$ cat config.mk
export PLATFORM = sky130hd
export DESIGN_NAME = digit_serial_adder
export DESIGN_NICKNAME = d
export VERILOG_FILES = /design/src/rtl/adder_pkg.sv /design/src/rtl/digit_adder.sv /design/src/rtl/digit_serial_adder.sv
export SDC_FILE = /design/constraint.sdc
export NUM_CORES = 1
export LEC_CHECK = 0
export CELL_PAD_IN_SITES_DETAIL_PLACEMENT = 2
export CELL_PAD_IN_SITES_GLOBAL_PLACEMENT = 2
export CORE_ASPECT_RATIO = 2
export CORE_MARGIN = 5
export CORE_UTILIZATION = 37
export DETAILED_ROUTE_END_ITERATION = 16
export PLACE_DENSITY_LB_ADDON = 0.1
export SLEW_MARGIN = 20
export SYNTH_ARGS = -nofsm -noshare
export SYNTH_HDL_FRONTEND = slang
export SYNTH_SLANG_ARGS = --single-unit
$ cat constraint.sdc
create_clock -name clk -period 6.3 [get_ports clk]
set_input_delay 1.89 -clock clk [delete_from_list [all_inputs] [get_ports clk]]
set_output_delay 1.89 -clock clk [all_outputs]
set_load 0.01 [all_outputs]
$ cat src/rtl/adder_pkg.sv
// Shared types and helpers for the digit-serial adder.
package adder_pkg;

  // Control states of the digit-serial adder.
  typedef enum logic [1:0] {
    IDLE = 2'd0,
    RUN  = 2'd1,
    DONE = 2'd2
  } state_t;

  // Width of a counter that must hold 0..n-1. Never narrower than one bit,
  // so an N=1 build still has a legal index register.
  function automatic int idx_width(input int n);
    return (n > 1) ? $clog2(n) : 1;
  endfunction

endpackage

$ cat src/rtl/digit_adder.sv
// D-bit ripple adder with carry in and carry out; the single arithmetic
// element that the serial datapath reuses for every digit.
module digit_adder #(
  parameter int D = 2
) (
  input  logic [D-1:0] x,
  input  logic [D-1:0] y,
  input  logic         cin,
  output logic [D-1:0] sum,
  output logic         cout
);

  // Zero-extend all three terms so the extra top bit captures the carry.
  assign {cout, sum} = {1'b0, x} + {1'b0, y} + {{D{1'b0}}, cin};

endmodule

$ cat src/rtl/digit_serial_adder.sv
// Digit-serial adder/subtractor: processes D bits per clock using a single
// digit_adder, finishing an S-bit operation in N = S/D RUN cycles.
module digit_serial_adder
  import adder_pkg::*;
#(
  parameter int S = 8,
  parameter int D = 2
) (
  input  logic         clk,
  input  logic         rst,
  input  logic         start,
  input  logic         sub,
  input  logic [S-1:0] a,
  input  logic [S-1:0] b,
  output logic         busy,
  output logic         done,
  output logic [S-1:0] s,
  output logic         carry_out,
  output logic         overflow
);

  localparam int N  = S / D;
  localparam int IW = idx_width(N);

  // Refuse to build when the operand width cannot be split into whole digits.
  generate
    if ((D < 1) || ((S % D) != 0)) begin : g_bad_digit_width
      $error("digit_serial_adder: S must be a positive multiple of D");
    end
  endgenerate

  state_t        state_reg;
  logic [S-1:0]  a_reg;
  logic [S-1:0]  b_reg;       // holds b, or ~b for subtraction
  logic [S-1:0]  part_reg;    // digits produced so far
  logic          carry_reg;   // carry into the current digit
  logic [IW-1:0] idx_reg;     // digit currently being processed

  logic [31:0]   digit_base;
  logic [D-1:0]  x_digit;
  logic [D-1:0]  y_digit;
  logic [D-1:0]  sum_digit;
  logic          cout_digit;
  logic [S-1:0]  part_next;
  logic          last_digit;
  logic          overflow_next;

  assign digit_base = 32'(idx_reg) * 32'(D);
  assign last_digit = (idx_reg == IW'(N - 1));

  // Select the operand digits addressed by the index register.
  always_comb begin
    x_digit = a_reg[digit_base +: D];
    y_digit = b_reg[digit_base +: D];
  end

  digit_adder #(
    .D(D)
  ) u_digit_adder (
    .x    (x_digit),
    .y    (y_digit),
    .cin  (carry_reg),
    .sum  (sum_digit),
    .cout (cout_digit)
  );

  // Partial result with this cycle's digit merged in; on the last digit this
  // is the complete sum, so it can be published in the same edge.
  always_comb begin
    part_next = part_reg;
    part_next[digit_base +: D] = sum_digit;
  end

  // Signed overflow: both addends share a sign and the result sign differs.
  assign overflow_next = (a_reg[S-1] == b_reg[S-1]) && (part_next[S-1] != a_reg[S-1]);

  // Control FSM and datapath registers, with all outputs registered.
  always_ff @(posedge clk or posedge rst) begin
    if (rst) begin
      state_reg <= IDLE;
      a_reg     <= '0;
      b_reg     <= '0;
      part_reg  <= '0;
      carry_reg <= 1'b0;
      idx_reg   <= '0;
      busy      <= 1'b0;
      done      <= 1'b0;
      s         <= '0;
      carry_out <= 1'b0;
      overflow  <= 1'b0;
    end else begin
      case (state_reg)
        IDLE, DONE: begin
          done <= 1'b0;
          if (start) begin
            // Subtraction is a + ~b + 1: the +1 enters as the initial carry.
            a_reg     <= a;
            b_reg     <= sub ? ~b : b;
            carry_reg <= sub;
            idx_reg   <= '0;
            busy      <= 1'b1;
            state_reg <= RUN;
          end else begin
            busy      <= 1'b0;
            state_reg <= IDLE;
          end
        end
        RUN: begin
          part_reg  <= part_next;
          carry_reg <= cout_digit;
          if (last_digit) begin
            s         <= part_next;
            carry_out <= cout_digit;
            overflow  <= overflow_next;
            idx_reg   <= '0;
            busy      <= 1'b0;
            done      <= 1'b1;
            state_reg <= DONE;
          end else begin
            idx_reg   <= idx_reg + 1'b1;
          end
        end
        default: begin
          busy      <= 1'b0;
          done      <= 1'b0;
          state_reg <= IDLE;
        end
      endcase
    end
  end

endmodule

Word-level counts from Yosys, hierarchy flattened
Index checks and enable logic that the tools add are counted.
Word-level totals
  register bits after elaboration: 41
  bits of input ports: 20
  word-level logic and storage cells: 49
Cells by class
  $add $sub $neg: 4
  eq/ne operators: 7
  shift operators: 4
  mux-type cells: 15
  bitwise logic cells: 1
  reduce and logical (&&, ||, !) cells: 7
Operator list (number)
  3-bit negation with 34-bit output: 1
  2-bit by 34-bit variable shift with 8-bit output (first input constant): 1
  2-bit by 34-bit indexed part select with 8-bit output: 1
  8-bit by 4-bit indexed part select with 2-bit output: 2
  8-bit bitwise mux: 1
  8-bit two-way mux: 1
  8-bit inverter: 1
  2-bit case mux with 2 select lines: 2
  1-bit two-way mux: 6
  2-bit two-way mux: 3
  2-bit AND reduction: 3
  2-bit equality test (second input constant): 2
  2-bit != test (second input constant): 2
  1-bit case mux with 2 select lines: 2
  2-bit by 2-bit adder with 3-bit output: 1
  3-bit by 1-bit adder with 3-bit output: 1
  2-bit by 1-bit adder with 2-bit output (second input constant): 1
  2-bit by 1-bit equality test with 1-bit output (second input constant): 1
  2-bit logical NOT: 1
  2-bit nonzero test: 1
  2-bit OR reduction: 1
  1-bit equality test: 1
  1-bit logical AND: 1
  1-bit != test: 1

Depth between registers and ports, before layout
  depth in word-level cells: 7
  depth in mapped cells: 7

By module
Synthesis repeated with hierarchy kept, for this count alone.
Unflattened totals
  cell total of the unflattened synthesis: 175
  area, all modules: 1960.6 µm²
Modules (own cells, without submodules)
  digit_serial_adder: instances 1, cells an instance 165, area each 1890.6 µm², seq. area each 975.9 µm²
  digit_adder: instances 1, cells an instance 10, area each 70.1 µm², seq. area each 0.0 µm²

Worst setup path after synthesis
OpenSTA, ideal clock, no wires.
  kind: input port to flip-flop
  from: input start
  to: register state_reg[0]
  library setup time: 0.143 ns
  data arrival time: 2.545 ns
  required time: 6.157 ns
  setup slack: 3.612 ns
  stages on the path: 4
  path buffers: 2
  cell sequence: nand2b_1 > buf_2 > clkbuf_1 > o21ai_0
Between the ends
  longest elaborated chain between the ends: 2
RTL lines
  start: declaration: line digit_serial_adder.sv:11  | input logic start,
  1-bit two-way mux: line digit_serial_adder.sv:95  | if (start) begin
  2-bit case mux with 2 select lines: line digit_serial_adder.sv:92  | case (state_reg)
  end signal: assignment: line digit_serial_adder.sv:102  | state_reg <= RUN;
  end signal: assignment: line digit_serial_adder.sv:105  | state_reg <= IDLE;
  end signal: assignment: line digit_serial_adder.sv:118  | state_reg <= DONE;
  end: declaration: line digit_serial_adder.sv:32  | state_t state_reg;
No other way between the ends.
A chain may end at the register's enable or synchronous reset.

Final worst setup path
  from: input start
  to: register a_reg[5]
Between the ends
  longest elaborated chain between the ends: 1
RTL lines
  2-bit AND reduction (no line)
  end signal: assignment: line digit_serial_adder.sv:81  | a_reg <= '0;
  end signal: assignment: line digit_serial_adder.sv:97  | a_reg <= a;
  end: declaration: line digit_serial_adder.sv:33  | logic [S-1:0] a_reg;
No other way between the ends.

==> impl_metrics.tcl <==
set metrics [dict create \
    ios 32 \
    report.final.slew_viol_count 0 \
    mappedNetlistNets 196 \
    switchingPower_uw 454 \
    powerDensity_nw_per_um2 490 \
    sequentialPowerShare_pct 38.9 \
    area_growth_pct 23.6 \
    drive_gt1_share_pct 8.96 \
    slowest_delay_ns 0.73 \
    htree_levels 2 \
    hold_ws_ns 0.477 \
    dr.pass1.iters 4 \
    yosys.area.top_type "dfrtp_1" \
    ys.flop_type "dfrtp_1" \
    synth_async_sr_flop_share_pct 100 \
    postRouteAntennaNets 0 \
    dp_hpwl_um 3520 \
    final_cell_mix "dfrtp_1, clkdlybuf4s50_1, nand2_1, o21ai_0" \
    synth_area_per_cell_um2 11.3 \
    syn_inst 168 \
    syn_area_um2 1900 \
    p_comb_share_pct 45.6 \
    antenna_found_initial 0 \
    start_util_pct 37.3 \
    clkTransAtPathRegs_ns 0.08 \
    avgRoutedWirePerCell_um 18.0 \
    p_int_uw 697 \
    post_cts.resized_instances 0 \
    finalHoldViolCount 0 \
    crit_arrival_ns 3.45 \
    cts.sinks 40 \
    die_w_um 60.7 \
    cts_setup_buffers 0 \
    power.share.switching_pct 39.5 \
    synth-seq-area-share_pct 52.7 \
    cts_inserted_buffers 5 \
    synth_top_area_share_pct 52.7 \
    grtUsageTotal_pct 15.5 \
    finalCritPeriodShare_pct 52.0 \
    place_area_um2 2260 \
    pwr-share-clk_pct 15.5 \
    core-area_um2 5090 \
    clk_path_buf_depth 2 \
    slew_headroom_pct 30.7 \
    tns_ns 0 \
    cp-start-kind "primary input" \
    root_buffer "clkbuf_8" \
    required_ns 6.47 \
    via_per_inst 5.33 \
    rsz0062_at_grt "false" \
    crit_slowest_cell "nand2b_1" \
    die_y_um 111 \
    path_class "primary input to flop" \
    period_minus_slack_ns 3.27 \
    final_common_cell "dfrtp_1" \
    path_cells "clkdlybuf4s50_1 -> nand2b_1 -> mux2_2" \
    dieArea_um2 6750 \
    wl_um 4660 \
    setup_viol 0 \
    end_kind "flop" \
    hold_path_class "flop to flop" \
    drc 0 \
    synth_cell_types 24 \
    synth_edf_count 0 \
    grt.overflow.total 0 \
    yosysWarnings 0 \
    nets 228 \
    io_buffers 31 \
    yosys-top-cells-area "dfrtp_1, o21ai_0, mux4_1" \
    gp_congestion 0.716 \
    clkLatencyLatePin_ns 0.30 \
    p_leak_nw 1.02 \
    vias 1381 \
    worst_pin_slew_ns 1.04 \
    grt_pass1_wl_um 7890 \
    crit_fanout 29 \
    max-cap-violations 0 \
    final_design_area_no_fill_um2 2350 \
    fmax_ghz 0.305 \
    hold_buffers 0 \
    rows 37 \
    grt_max_degree 41 \
    drt_iter0_markers 45 \
    grt_pass1_vias 1615 \
    fin_skew_ns 0.0139 \
    diodes 0 \
    ys_ff_latch 40 \
    status "complete, no violations" \
    ir_drop_v 0.000254 \
    cts_tree "yes" \
]
## critical path, delay by kind of cell
family	cells	cell delay, ns
buffers and inverters	1	0.40
multiplexers	1	0.43
AND/OR/NAND/NOR	1	0.73
## path summary, 6_finish.rpt
kind | depth (start not counted) | startpoint | to | slack [ns]
setup / recovery | 3 | start | a_reg[5] | 3.03
hold / removal | 2 | b_reg[0] | b_reg[0] | 0.48
setup reg to reg | 6 | idx_reg[0] | overflow | 3.13
hold reg to reg | 2 | b_reg[0] | b_reg[0] | 0.48
max in group asynchronous | 3 | rst | a_reg[2] | 3.88
min in group asynchronous | 3 | rst | b_reg[4] | 2.03
## synthesized netlist by cell type, drive strengths merged, types with 3 or more instances
| cell type | count |
|---|---|
| a31oi | 5 |
| a41oi | 4 |
| clkbuf | 6 |
| dfrtp | 40 |
| ha | 6 |
| inv | 6 |
| mux2 | 9 |
| mux4 | 4 |
| nand2 | 27 |
| nand3 | 3 |
| nor2b | 9 |
| o21ai | 27 |
| xnor2 | 8 |
## power by group through the flow
stage	clock [mW]	combinational [mW]	sequential (mW)
6_report	0.178	0.525	0.447
4_1_cts	0.185	0.542	0.451
3_5_place_dp	0	0.531	0.456
5_1_grt	0.195	0.590	0.464
3_3_place_gp	0	0.503	0.446
2_1_floorplan	0	0.354	0.430
## layer usage
layer | GRT usage (%) | part of all wire, % | vias to the layer above
met5 | 0 | 0 | -
met3 | 3.38 | 3.2 | 6
met4 | 4.34 | 1.5 | 0
met2 | 29.8 | 61 | 23
li1 | - | - | 642
met1 | 15.4 | 34 | 710
## kinds of logic after synthesis
| logic type | after synthesis | share of synthesized area [%] |
|---|---|---|
| xor gates and xnor gates | 8 | 3.69 |
| and+or+nand+nor | 46 | 11.5 |
| muxes | 14 | 11.4 |
| adders and majority gates | 8 | 6.06 |
| AOI/OAI and AO/OA | 38 | 11.5 |
| buffers and inverters | 14 | 3.23 |
| DFF | 40 | 52.7 |
## final cells by class
cell class,count,area (µm²)
inverter,6,22.5
tap,58,72.6
multi-input combinational,114,837
timing repair buffer,33,325
clock buffer,8,90.1
fill,546,2740
sequential,40,1000
## metrics by stage
stage	setup slack, ns	utilization (%)	power (mW)	instances
2_1_floorplan	3.49	-	0.783	168
5_1_grt	2.90	46.1	1.25	259
3_3_place_gp	2.76	44.3	0.948	251
3_5_place_dp	2.68	44.3	0.987	251
6_report	3.03	46.1	1.15	259
4_1_cts	2.99	46.1	1.18	259
Power figures use the tool's default switching activity.
